`src/rtl/mem_pkg.sv`:
```
// Shared types and constants for the wait-state synchronous memory.
package mem_pkg;

  // Access sequencer states.
  typedef enum logic [1:0] {
    IDLE = 2'd0,
    WAIT = 2'd1,
    RESP = 2'd2
  } state_e;

  // Wait-state counter width covers WAIT_STATES up to 15.
  localparam int unsigned CNT_W = 4;

  // Geometry of the boot image.
  localparam int unsigned BOOT_DEPTH = 16;
  localparam int unsigned BOOT_W     = 8;
  localparam int unsigned BOOT_IDX_W = 4;

  // Program words loaded at power-up for the default 16 x 8 geometry.
  localparam logic [BOOT_W-1:0] BOOT_IMAGE [BOOT_DEPTH] = '{
    8'h4C, 8'h5A, 8'h7A, 8'h3F, 8'h11, 8'h22, 8'h96, 8'hC3,
    8'hE1, 8'h0D, 8'h08, 8'hB7, 8'h64, 8'h29, 8'hF0, 8'h81
  };

endpackage

```
`src/rtl/sync_memory_if.sv`:
```
// Request/response bundle between a requester and sync_memory.
interface sync_memory_if #(
  parameter int unsigned DATA_W = 8,
  parameter int unsigned ADDR_W = 4
);

  logic              req;
  logic              we;
  logic [ADDR_W-1:0] addr;
  logic [DATA_W-1:0] wdata;
  logic [DATA_W-1:0] rdata;
  logic              ack;
  logic              err;
  logic              busy;

  // Requester side.
  modport master (
    output req, we, addr, wdata,
    input  rdata, ack, err, busy
  );

  // Memory side.
  modport slave (
    input  req, we, addr, wdata,
    output rdata, ack, err, busy
  );

endinterface

```
`src/rtl/mem_array.sv`:
```
// Single-port storage with write enable and registered read data.
// The read register returns zero on any cycle without a read access.
module mem_array
  import mem_pkg::*;
#(
  parameter int unsigned DATA_W = 8,
  parameter int unsigned DEPTH  = 16,
  parameter int unsigned ADDR_W = 4
) (
  input  logic              clk,
  input  logic              rst,
  input  logic              en,
  input  logic              we,
  input  logic [ADDR_W-1:0] addr,
  input  logic [DATA_W-1:0] wdata,
  output logic [DATA_W-1:0] rdata
);

  localparam int unsigned IDX_W = (DEPTH > 1) ? $clog2(DEPTH) : 1;

  typedef logic [DATA_W-1:0] word_arr_t [DEPTH];

  // Power-up contents: boot image for the default geometry, zeros otherwise.
  function automatic word_arr_t boot_contents();
    word_arr_t img;
    for (int unsigned i = 0; i < DEPTH; i++) begin
      if (DEPTH == BOOT_DEPTH && DATA_W == BOOT_W) begin
        img[IDX_W'(i)] = DATA_W'(BOOT_IMAGE[BOOT_IDX_W'(i)]);
      end else begin
        img[IDX_W'(i)] = '0;
      end
    end
    return img;
  endfunction

  word_arr_t         mem_q = boot_contents();
  logic [IDX_W-1:0]  idx_c;
  logic [DATA_W-1:0] rdata_d;
  logic [DATA_W-1:0] rdata_q;

  assign idx_c = IDX_W'(addr);
  assign rdata = rdata_q;

  // Array write; contents are deliberately untouched by reset.
  always_ff @(posedge clk) begin
    if (en && we) begin
      mem_q[idx_c] <= wdata;
    end
  end

  // Read data only on a read access, otherwise zero.
  always_comb begin
    rdata_d = '0;
    if (en && !we) begin
      rdata_d = mem_q[idx_c];
    end
  end

  // Read data register, cleared asynchronously.
  always_ff @(posedge clk or posedge rst) begin
    if (rst) begin
      rdata_q <= '0;
    end else begin
      rdata_q <= rdata_d;
    end
  end

endmodule

```
`src/rtl/sync_memory.sv`:
```
// Wait-state memory: accepts a request in IDLE, counts WAIT_STATES cycles,
// performs the array access on the edge entering RESP and pulses ack there.
module sync_memory
  import mem_pkg::*;
#(
  parameter int unsigned DATA_W      = 8,
  parameter int unsigned DEPTH       = 16,
  parameter int unsigned ADDR_W      = 4,
  parameter int unsigned WAIT_STATES = 2
) (
  input  logic          clk,
  input  logic          rst,
  sync_memory_if.slave  bus
);

  // Counter load value on acceptance; unused when there are no wait states.
  localparam logic [CNT_W-1:0] CNT_INIT =
    (WAIT_STATES > 0) ? CNT_W'(WAIT_STATES - 1) : '0;

  state_e            state_q, state_d;
  logic [CNT_W-1:0]  cnt_q, cnt_d;
  logic              we_q, we_d;
  logic [ADDR_W-1:0] addr_q, addr_d;
  logic [DATA_W-1:0] wdata_q, wdata_d;
  logic              ack_q, ack_d;
  logic              err_q, err_d;
  logic              busy_q, busy_d;

  logic              access_c;
  logic              in_range_c;
  logic              mem_en_c;
  logic [DATA_W-1:0] mem_rdata;

  // State, counter, latched request and registered handshake outputs.
  always_ff @(posedge clk or posedge rst) begin
    if (rst) begin
      state_q <= IDLE;
      cnt_q   <= '0;
      we_q    <= 1'b0;
      addr_q  <= '0;
      wdata_q <= '0;
      ack_q   <= 1'b0;
      err_q   <= 1'b0;
      busy_q  <= 1'b0;
    end else begin
      state_q <= state_d;
      cnt_q   <= cnt_d;
      we_q    <= we_d;
      addr_q  <= addr_d;
      wdata_q <= wdata_d;
      ack_q   <= ack_d;
      err_q   <= err_d;
      busy_q  <= busy_d;
    end
  end

  // Next state, wait counter and request capture; inputs ignored when not IDLE.
  always_comb begin
    state_d = state_q;
    cnt_d   = cnt_q;
    we_d    = we_q;
    addr_d  = addr_q;
    wdata_d = wdata_q;
    unique case (state_q)
      IDLE: begin
        if (bus.req) begin
          we_d    = bus.we;
          addr_d  = bus.addr;
          wdata_d = bus.wdata;
          if (WAIT_STATES > 0) begin
            state_d = WAIT;
            cnt_d   = CNT_INIT;
          end else begin
            state_d = RESP;
          end
        end
      end
      WAIT: begin
        if (cnt_q == '0) begin
          state_d = RESP;
        end else begin
          cnt_d = cnt_q - CNT_W'(1);
        end
      end
      RESP: begin
        state_d = IDLE;
        cnt_d   = '0;
      end
      default: begin
        state_d = IDLE;
        cnt_d   = '0;
      end
    endcase
  end

  // Access strobe and next values of ack/err/busy; the _d request fields
  // already hold the live bus values when a zero-wait request is accepted.
  always_comb begin
    access_c   = (state_d == RESP);
    in_range_c = (32'(addr_d) < 32'(DEPTH));
    mem_en_c   = access_c && in_range_c;
    ack_d      = access_c;
    err_d      = access_c && !in_range_c;
    busy_d     = (state_d != IDLE);
  end

  mem_array #(
    .DATA_W (DATA_W),
    .DEPTH  (DEPTH),
    .ADDR_W (ADDR_W)
  ) u_mem_array (
    .clk   (clk),
    .rst   (rst),
    .en    (mem_en_c),
    .we    (we_d),
    .addr  (addr_d),
    .wdata (wdata_d),
    .rdata (mem_rdata)
  );

  assign bus.rdata = mem_rdata;
  assign bus.ack   = ack_q;
  assign bus.err   = err_q;
  assign bus.busy  = busy_q;

endmodule

```
`src/flat_wrapper.sv`:
```
// flat-port wrapper written by rule: the top's interface ports become plain ports
module sync_memory_flat import mem_pkg::*;
#(
  parameter int unsigned DATA_W      = 8,
  parameter int unsigned DEPTH       = 16,
  parameter int unsigned ADDR_W      = 4,
  parameter int unsigned WAIT_STATES = 2
)
  (clk, rst, bus_req, bus_we, bus_addr, bus_wdata, bus_rdata, bus_ack, bus_err, bus_busy);
  sync_memory_if #(.DATA_W(DATA_W), .ADDR_W(ADDR_W)) bus_i ();
  input  logic clk;
  input  logic rst;
  input wire logic [$bits(bus_i.req)-1:0] bus_req;
  input wire logic [$bits(bus_i.we)-1:0] bus_we;
  input wire logic [$bits(bus_i.addr)-1:0] bus_addr;
  input wire logic [$bits(bus_i.wdata)-1:0] bus_wdata;
  output wire logic [$bits(bus_i.rdata)-1:0] bus_rdata;
  output wire logic [$bits(bus_i.ack)-1:0] bus_ack;
  output wire logic [$bits(bus_i.err)-1:0] bus_err;
  output wire logic [$bits(bus_i.busy)-1:0] bus_busy;
  assign bus_i.req = bus_req;
  assign bus_i.we = bus_we;
  assign bus_i.addr = bus_addr;
  assign bus_i.wdata = bus_wdata;
  assign bus_rdata = bus_i.rdata;
  assign bus_ack = bus_i.ack;
  assign bus_err = bus_i.err;
  assign bus_busy = bus_i.busy;
  sync_memory #(.DATA_W(DATA_W), .DEPTH(DEPTH), .ADDR_W(ADDR_W), .WAIT_STATES(WAIT_STATES)) u_core (.clk(clk), .rst(rst), .bus(bus_i));
endmodule
```
`config.mk`:
```
export PLATFORM = sky130hd
export DESIGN_NAME = sync_memory_flat
export DESIGN_NICKNAME = d
export VERILOG_FILES = /design/src/rtl/mem_pkg.sv /design/src/rtl/sync_memory_if.sv /design/src/rtl/mem_array.sv /design/src/rtl/sync_memory.sv /design/src/flat_wrapper.sv
export SDC_FILE = /design/constraint.sdc
export NUM_CORES = 1
export LEC_CHECK = 0
export ABC_AREA = 1
export CAP_MARGIN = 20
export CORE_AREA = 2 2 135 104
export CTS_CLUSTER_SIZE = 20
export DETAILED_ROUTE_END_ITERATION = 16
export DIE_AREA = 0 0 137 106
export PLACE_DENSITY = 0.69
export REMOVE_ABC_BUFFERS = 1
export SYNTH_ARGS = -nofsm -noshare
export SYNTH_HDL_FRONTEND = slang
export SYNTH_SLANG_ARGS = --single-unit
export TNS_END_PERCENT = 30
```
`constraint.sdc`:
```
create_clock -name clk -period 2.4 [get_ports clk]
set_input_delay 0.36 -clock clk [delete_from_list [all_inputs] [get_ports clk]]
set_output_delay 0.36 -clock clk [all_outputs]
set_load 0.02 [all_outputs]
```
# After elaboration in Yosys (flattened, before gate mapping)
# Memories as Yosys holds them, arrays and structs flattened.
# Cells that the tools add are included.
dict set report classes {
  n_addsub 1
  n_eq_ne 4
  muxes 15
  n_reduce_logical 7
}
# operator count
set ops {}
lappend ops {{$mux 8} 3}
lappend ops {{$mux 4} 4}
lappend ops {{$pmux 4 s2} 1}
lappend ops {{$logic_not 4->1} 1}
lappend ops {{$mux 1} 4}
lappend ops {{$mux 2} 2}
lappend ops {{$ne 2x2->1 const B} 2}
lappend ops {{$pmux 2 s2} 1}
lappend ops {{$sub 4x1->4 const B} 1}
lappend ops {{$eq 2x1->1 const B} 1}
lappend ops {{$eq 2x2->1 const B} 1}
lappend ops {{$logic_and 1x1->1} 2}
lappend ops {{$logic_not 2->1} 1}
lappend ops {{$reduce_and 2->1} 1}
lappend ops {{$reduce_bool 2->1} 1}
lappend ops {{$logic_not 1->1} 1}
dict set report word_totals {
  register_bits 29
  ram_bits 128
  inputBits 16
  out_inout_bits 11
  wordCells 36
  memories 1
}
# memory words word_bits rd rd_clocked_by_memory_dff wr line
set memory_table {}
lappend memory_table {u_core.u_mem_array.mem_q 16 8 1 0 1 mem_array.sv:36} ;# word_arr_t mem_q = boot_contents();

# Logic depth before layout (Yosys ltp)
# Gate-level depths: netlist of the first run.
dict set report logic_depth {
  ltp_word 7
  ltp_mapped 13
  depth_no_buf 12
}

# By module
# A second synthesis of the first run with hierarchy kept.
dict set report unflattened {
  cells_unflattened 650
  hier_area_um2 6556.3
}
# mod n_inst cells_each area_each_um2 seq_area_each_um2
set by_module_without_submodules {}
lappend by_module_without_submodules {mem_array 1 545 5620.4 4043.9}
lappend by_module_without_submodules {sync_memory 1 105 935.9 525.5}

# Worst setup path before layout of the first run
# Ideal clock, no wire load.
dict set report synth_timing {
  path_type {register to register}
  start {reg u_core.state_q[0]}
  end {mem u_core.u_mem_array.mem_q[0][0] (netlist name) (enable)}
  setup_time_ps 370
  arrival_time_ps 1779
  required_time_ps 2030
  slack_ps 251
  path_stages_with_launch 9
  path_buffers 1
  period_less_slack_ps 2149
  cell_sequence {dfrtp_1 nor2_4 nand2_1 buf_6 o21ai_2 inv_1 nor2_2 inv_1 nor2_1}
}
dict set report synth_between {
  elab_cells_between_ends 11
  cone_classes {eq/ne (2); mux (7); reduce/logical (2)}
}
# element line
set synth_rtl {}
lappend synth_rtl {{start: declaration} sync_memory.sv:20} ;# state_e state_q, state_d;
lappend synth_rtl {{start signal: assignment} sync_memory.sv:46} ;# state_q <= state_d;
lappend synth_rtl {{$logic_not 2->1} sync_memory.sv:64} ;# unique case (state_q)
lappend synth_rtl {{$mux 4} sync_memory.sv:64}
lappend synth_rtl {{net u_core.addr_d[2]} sync_memory.sv:23} ;# logic [ADDR_W-1:0] addr_q, addr_d;
lappend synth_rtl {{end: declaration} mem_array.sv:36}
# The timed path passes the listed nets, and every way through them passes these cells.

# Worst setup path in the final report of the first run
dict set report layout_timing {
  start {reg u_core.cnt_q[0]}
  end {mem u_core.u_mem_array.mem_q[11][2] (netlist name) (enable)}
}
dict set report layout_between {
  elab_chain_len 7
}
# element line
set layout_lines {}
lappend layout_lines {{start: declaration} sync_memory.sv:21} ;# logic [CNT_W-1:0] cnt_q, cnt_d;
lappend layout_lines {{start signal: assignment} sync_memory.sv:47} ;# cnt_q <= cnt_d;
lappend layout_lines {{$logic_not 4->1} sync_memory.sv:79} ;# if (cnt_q == '0) begin
lappend layout_lines {{$mux 2} sync_memory.sv:79}
lappend layout_lines {{$pmux 2 s2} sync_memory.sv:64}
lappend layout_lines {{$eq 2x2->1} sync_memory.sv:99} ;# access_c = (state_d == RESP);
lappend layout_lines {{$logic_and 1x1->1} mem_array.sv:46} ;# if (en && we) begin
lappend layout_lines {{$mux 1} mem_array.sv:46}
lappend layout_lines {{$mux 1 (implied by the code)} mem_array.sv:47} ;# mem_q[idx_c] <= wdata;
# Every way passes these cells.

==> results of run 1 <==
## logic make-up after synthesis
kind of cell             Yosys count  share of synthesized area (%)
flip-flops                       157                           67.4
adder cells (fa/ha/maj)            2                          0.369
buffers and inverters            135                           8.09
AO/OA/AOI/OAI                     32                           2.68
AND/OR/NAND/NOR                  345                           20.1
multiplexers                       8                           1.33
other                              1                         0.0553
## cell type report
class | count | area [um^2]
flip-flops and latches | 157 | 4570
well taps | 175 | 219
fillers | 1089 | 5230
clock buffers | 19 | 433
clock inverters | 13 | 238
inverters | 116 | 435
repair buffers | 65 | 551
multi-input cells | 388 | 1660
## path summary, 6_finish.rpt
kind | end | slack (ns)
worst max-delay path | u_core.u_mem_array.mem_q[11][2]$_DFFE_PP_ | 0.18
worst min-delay path | u_core.cnt_q[0]$_DFFE_PP0P_ | 0.31
worst max register to register | u_core.u_mem_array.mem_q[11][2]$_DFFE_PP_ | 0.18
worst min register to register | u_core.cnt_q[2]$_DFFE_PP0P_ | 0.50
max in group asynchronous | u_core.addr_q[2]$_DFF_PP0_ | 1.81
min in group clk | u_core.cnt_q[2]$_DFFE_PP0P_ | 0.50
## per-stage QoR
| stage | total power [mW] | setup WS, ns | TNS, ns | hold WS, ns | instance area (um^2) |
|---|---|---|---|---|---|
| 2_1_floorplan | 5.90 | -1.11 | -91.63 | 0.438 | 6660 |
| 3_5_place_dp | 7.35 | -0.0110 | -0.0766 | 0.484 | 7440 |
| 3_3_place_gp | 7.28 | 0.0524 | 0 | 0.470 | 7440 |
| 4_1_cts | 10.4 | 0.203 | 0 | 0.326 | 8110 |
| 6_report | 10.4 | 0.183 | 0 | 0.311 | 8110 |
| 5_1_grt | 11.0 | 0.0544 | 0 | 0.361 | 8110 |
## state kept, by name (all words and copies together), names as in the netlist
name,flops
u_core.cnt_q,4
u_core.u_mem_array.mem_q,128
u_core.bus.busy,1
u_core.we_q,1
u_core.bus.ack,1
u_core.state_q,2
u_core.wdata_q,8
u_core.u_mem_array.rdata,8
u_core.addr_q,4
## synth_stat cells
cell and instances:
dfrtp_1 29, nor2_1 33, o21ai_0 26, nor2_4 1, buf_4 6, ha_1 2, inv_1 114, nand2_1 274
buf_6 1, buf_2 9, mux2_2 8, conb_1 1, a21oi_1 2, inv_2 2, edfxtp_1 128, o31ai_1 1
nand2_2 2, clkbuf_1 3, nand3_1 29, o21ai_4 1, and3_1 1, nor2_2 5, o21ai_2 2
## critical path: cells and delay by family, from the launching register on
family | cells | cell delay (ns)
adders and majority gates | 1 | 0.16
buffers and inverters | 2 | 0.34
DFF | 1 | 0.38
and+or+nand+nor | 6 | 1.06
## power by group through the flow
stage | combinational, mW | clock, mW | sequential, mW
after global routing | 4.06 | 3.20 | 3.72
after CTS | 3.64 | 3.07 | 3.69
final | 3.64 | 3.04 | 3.69
after global placement | 3.54 | 0 | 3.74
after detailed placement | 3.61 | 0 | 3.75
after floorplan | 2.13 | 0 | 3.77
## per-layer routing
metal  up-vias  GRT usage (%)
met2       152           34.7
met1      2265           31.8
met3        20           5.72
met5         -              0
met4         0           6.70
li1       2254              -
==> metrics.md, run 1 <==
| Metric | Value |
|---|---|
| Status | `completed` |
| Mapped Avg Cell Area | `about 10 um^2` |
| Worst-Margin Slew | `a little over 0.5 ns` |
| Worst VDD drop | `0.965 mV` |
| Mapped Cells | `between 600 and 700` |
| Leading cell type in the layout, fill and taps excluded | `nand2_1` |
| H-tree Lvls | `4` |
| CTS tree | `done` |
| Placed Instances | `~900` |
| Fin crit share | `92.4%` |
| Cell Chain, Critical Path | `inv_1 > ha_1 > nand2_1 > nor2_1 > nand2_1 > nor2_1 > nand2_1 > nor2_1 > buf_4` |
| Die width | `~140 um` |
| CP Launch Point | `u_core.cnt_q[0]$_DFFE_PP0P_` |
| Non-Filler Instances | `933` |
| R2R Path Start | `u_core.cnt_q[0]$_DFFE_PP0P_` |
| Synth cell types | `23` |
| Synth Warn # | `0` |
| 1st-pass router iterations | `5` |
| Largest cells by area after synthesis | `edfxtp_1 (57%), nand2_1 (15%), dfrtp_1 (11%)` |
| Overflow after GRT | `0` |
| Critical Path AT | `2.35 ns` |
| Final hold vios | `0` |
| Post-synth top area share | `56.7%` |
| Psw | `3.74 mW` |
| Min Tclk post-route | `roughly 2.2 ns` |
| Die footprint | `between 10,000 and 15,000 um^2` |
| Met2 wire length | `around 6.8 mm` |
| Internal | `6.63 mW` |
| Yosys reg bits | `around 160` |
| Routed wire length | `around 15 mm` |
| Initial Util | `about half` |
| RSZ-0062 raised after global routing | `false` |
| Largest net degree at the start of global routing | `35` |
| Commonest cells after routing, fill and taps aside | `nand2_1 (273), edfxtp_1 (128), inv_1 (114)` |
| Clock Skew | `approximately 0.0052 ns` |
| Metal-1 WL | `about 7 mm` |
| Routed WL per cell | `approximately 16 um` |
| PortBufs | `25` |
| Setup Crit Path Kind | `reg -> reg` |
| First-pass GRT wire length | `23.9 mm` |
| Io pins | `27` |
| Static leakage | `3.68 nW` |
| Share of layout cells above drive strength 1 | `approximately 12%` |
| Number of global-route vias before repair | `around 4,500` |
| Cell depth of the worst flop-to-flop path | `9` |
| Startpoint types | `flip-flop` |
| DRC Markers | `0` |
| HPWL after DPL | `9.86 mm` |
| Area grow syn2layout | `19.6%` |
| Routability cong. | `between 1 and 1.5` |
| # clock sinks | `157` |
| Clock Latency Late Sink | `roughly 0.42 ns` |
| Slew Limit Fails | `0` |
| Number of antenna violations at the first check in global routing | `0` |
| Nets | `between 700 and 800` |
| Highest Clock Rate | `between 400 and 500 MHz` |
| Global-route usage over all layers | `22.5%` |
| Mapped Area | `6780 um^2` |
| Hold-fix buffers, CTS | `0` |
| Worst Path Required | `roughly 2.5 ns` |
| Reg clk slew, reported paths | `about 0.06 ns` |
| Vias | `around 4,700` |
| Power Density | `between 1000 and 1500 nW/um^2` |
| CP endpoint kind | `flip-flop` |
| Relative slew margins | `about 66%` |
| Worst hold path type | `in -> async` |
| Final number of setup-violating endpoints | `0` |
| Share of the yosys chip area belonging to registers | `between 60% and 70%` |
| Max-Cap Viols | `0` |
| Comb pwr share | `35.1%` |
| Sw Share | `between 30 and 40%` |
| Setup Buffers After CTS | `0` |
| 1st-iter DRT viols | `approximately 350` |
| Slowest cell on crit path | `dfrtp_1` |
| Antenna cells | `0` |
| Post-layout util | `between 60% and 70%` |
| Die H | `about 110 um` |
| Post-CTS sizing | `0` |
| Rows | `37` |
| Post-DRT Antenna Nets | `0` |
| Crit-path max cell delay | `around 0.38 ns` |
| Met3 wire len | `around 880 um` |
| Sequential Power Share | `35.6%` |
| Max Root-Sink Buffers | `2` |
| Clk pwr share | `29.3%` |
| Synth area leader | `edfxtp_1` |
| Highest metal used | `met4` |
| Crit path max fanout | `7` |
| Vias/cell | `roughly 5.0` |
| Clock root cell | `clkbuf_16` |
| Cts bufs inserted | `17` |
| Core area | `approximately 13,000 um^2` |
(Power assumes the default switching activity.)
==> inputs of run 2 (changes only) <==
--- a/config.mk
+++ b/config.mk
@@ -7,12 +7,14 @@
 export LEC_CHECK = 0
 export ABC_AREA = 1
 export CAP_MARGIN = 20
-export CORE_AREA = 2 2 135 104
+export CORE_AREA = 2 2 151 94
 export CTS_CLUSTER_SIZE = 20
 export DETAILED_ROUTE_END_ITERATION = 16
-export DIE_AREA = 0 0 137 106
+export DIE_AREA = 0 0 153 96
+export HOLD_SLACK_MARGIN = 0.1
 export PLACE_DENSITY = 0.69
 export REMOVE_ABC_BUFFERS = 1
+export SETUP_SLACK_MARGIN = 0.5
 export SYNTH_ARGS = -nofsm -noshare
 export SYNTH_HDL_FRONTEND = slang
 export SYNTH_SLANG_ARGS = --single-unit
==> metrics.md, run 2 (same netlist as run 1, synthesis figures left out) <==
| Metric | Value |
|---|---|
| Highest Clock Rate | `507 MHz (+13%)` |
| Startpoint types | `flip-flop` |
| Vias | `5,045 (+7.5%)` |
| Max-Cap Viols | `0 (unchanged)` |
| Nets | `785 (+2.9%)` |
| Clock Latency Late Sink | `0.42 ns (about the same)` |
| Final hold slack | `0.328 ns (+0.0173 ns)` |
| Slew Limit Fails | `0 (unchanged)` |
| Cts bufs inserted | `17 (unchanged)` |
| Share of layout cells above drive strength 1 | `23.5% (+11 points)` |
| 1st-iter DRT viols | `555 (+57%)` |
| Routed wire length | `17.4 mm (+17%)` |
| Die width | `153 um (+12%)` |
| Leading cell type in the layout, fill and taps excluded | `nand2_1` |
| Fin crit share | `82.1% (-10 points)` |
| Critical Path AT | `2.09 ns (-0.26 ns)` |
| Initial Util | `50.8% (about the same)` |
| CP bufs+invs | `3 (+1)` |
| Design Area, Final | `8720 um^2 (+7.5%)` |
| Delay-heaviest family, CP | `simple AND/OR/NAND/NOR gates` |
| Rows | `33 (-11%)` |
| Reg clk slew, reported paths | `0.06 ns (about the same)` |
| Post-DRT Antenna Nets | `0 (unchanged)` |
| CTS tree | `done` |
| Routability cong. | `0.937 (-6.8%)` |
| Die footprint | `14,700 um^2 (+1.1%)` |
| Io pins | `27 (unchanged)` |
| Area occupied by multi-input gates | `1980 um^2 (+19%)` |
| Crit path max fanout | `8 (+1)` |
| PortBufs | `25 (unchanged)` |
| Worst hold path type | `in -> async` |
| Worst VDD drop | `0.667 mV (-31%)` |
| First-pass GRT wire length | `24.9 mm (+4.3%)` |
| Die H | `96 um (-9.4%)` |
| Commonest cells after routing, fill and taps aside | `nand2_1 (245), edfxtp_1 (128), inv_1 (107)` |
| Routed WL per cell | `18.3 um (+14%)` |
| CP endpoint kind | `flip-flop` |
| Global-route usage over all layers | `23.3% (+0.73 points)` |
| 1st-pass router iterations | `7 (+2)` |
| Number of antenna violations at the first check in global routing | `0 (unchanged)` |
| Slowest cell on crit path | `dfrtp_1` |
| Crit-path max cell delay | `0.42 ns (+0.04 ns)` |
| FF+latch area | `4570 um^2 (unchanged)` |
| RSZ-0062 raised after global routing | `true` |
| Number of global-route vias before repair | `4,548 (unchanged)` |
| Max FFs per register | `128 (unchanged)` |
| Vias/cell | `5.28 (+5.1%)` |
| Status | `completed` |
| Post-layout util | `65.4% (+4.6 points)` |
| Relative slew margins | `64.0% (-2.2 points)` |
| Overflow after GRT | `0 (unchanged)` |
| Clock root cell | `clkbuf_16` |
| Largest net degree at the start of global routing | `46 (+31%)` |
| Final Power | `11.4 mW (+10%)` |
| Min Tclk post-route | `1.97 ns (-0.247 ns)` |
| Clock Skew | `0.00992 ns (+0.00468 ns)` |
| Worst Path Required | `2.52 ns (about the same)` |
| DRC Markers | `0 (unchanged)` |
| Static leakage | `3.90 nW (+6.1%)` |
| Core area | `13,300 um^2 (about the same)` |
| Final hold vios | `0 (unchanged)` |
| Max Root-Sink Buffers | `2 (unchanged)` |
| Final number of setup-violating endpoints | `0 (unchanged)` |
| Fill count | `993 (-8.8%)` |
| Largest reg by FF count | `u_core.u_mem_array.mem_q` |
| Setup Crit Path Kind | `reg -> reg` |
| Area after DPL | `7440 um^2 (about the same)` |
| HPWL after DPL | `10.3 mm (+4.5%)` |
| Antenna cells | `0 (unchanged)` |
| # clock sinks | `157 (unchanged)` |
| H-tree Lvls | `4 (unchanged)` |
| Area grow syn2layout | `28.6%` |
| Worst-Margin Slew | `0.540 ns (+0.0326 ns)` |
| Power Density | `1310 nW/um^2 (+2.4%)` |
| Cell Chain, Critical Path | `nor2_4 > nand2_4 > buf_8 > nand2_1 > o21ai_2 > nor2_2 > inv_1 > nor2_1 > buf_4` |
run 2: cell types whose count changed in the layout (fill, tap and decap cells not counted), sizes merged:
| cell | before | now |
|---|---|---|
| buf | 40 | 59 |
| clkbuf | 19 | 25 |
| bufinv | 6 | 3 |
| clkinv | 4 | 5 |
| clkinvlp | 1 | 0 |
run 2: final cells by class:
| cell class | count | area share, % |
|---|---|---|
| Sequential cell | 157 | 52.4 |
| Multi-Input combinational cell | 388 | 22.8 |
| Timing Repair Buffer | 87 | 10.6 |
| Clock buffer | 22 | 5.10 |
| Inverter | 116 | 5.02 |
| Tap cell | 175 | 2.51 |
| Clock inverter | 10 | 1.59 |
run 2: routing by layer:
| metal | global-route usage, % | share of wire [%] |
|---|---|---|
| met1 | 33.9 | 45 |
| met2 | 35.9 | 46 |
| met4 | 7.02 | 1.6 |
| met3 | 4.68 | 7.6 |
| met5 | 0 | 0 |
run 2: timing repair:
item / CTS / global route
resized for setup: 34 / 105
buffers inserted: 3 / 15
pin swaps: 6 / 25
cloned: 0 / 5
endpoints found under the setup margin: 136 / 135
hold buffers: 0 / 0
run 2: tightest hold or removal path: stages:
cell	delay, ns
clkdlybuf4s50_1	0.40
inv_1	0.05
buf_4	0.35
run 2: final timing paths:
check	startpoint	endpoint	slack (ns)	cells past startpoint
min in group clk	u_core.cnt_q[0]$_DFFE_PP0P_	u_core.cnt_q[0]$_DFFE_PP0P_	0.54	2
max	u_core.state_q[0]$_DFF_PP0_	u_core.u_mem_array.mem_q[4][4]$_DFFE_PP_	0.43	9
min	rst	u_core.wdata_q[1]$_DFF_PP0_	0.33	3
min reg2reg	u_core.cnt_q[0]$_DFFE_PP0P_	u_core.cnt_q[0]$_DFFE_PP0P_	0.54	2
max in group asynchronous	rst	u_core.u_mem_array.rdata[6]$_DFF_PP0_	1.77	3
max reg2reg	u_core.state_q[0]$_DFF_PP0_	u_core.u_mem_array.mem_q[4][4]$_DFFE_PP_	0.43	9
run 2: report_power, final:
part | total [mW] | switching, mW | internal [mW]
Sequential | 3.72 | 0.109 | 3.61
Combinational | 5.02 | 3.24 | 1.78
Clock | 2.68 | 1.04 | 1.64
Total | 11.4 | 4.39 | 7.03
run 2: metrics by stage:
step	instances	setup slack, ns	setup TNS, ns
finish	955	0.429	0
global route	955	0.308	0
CTS	935	0.467	0
detailed placement	900	-0.0273	-0.383
global placement	900	0.0156	0
floorplan	661	-1.11	-91.63
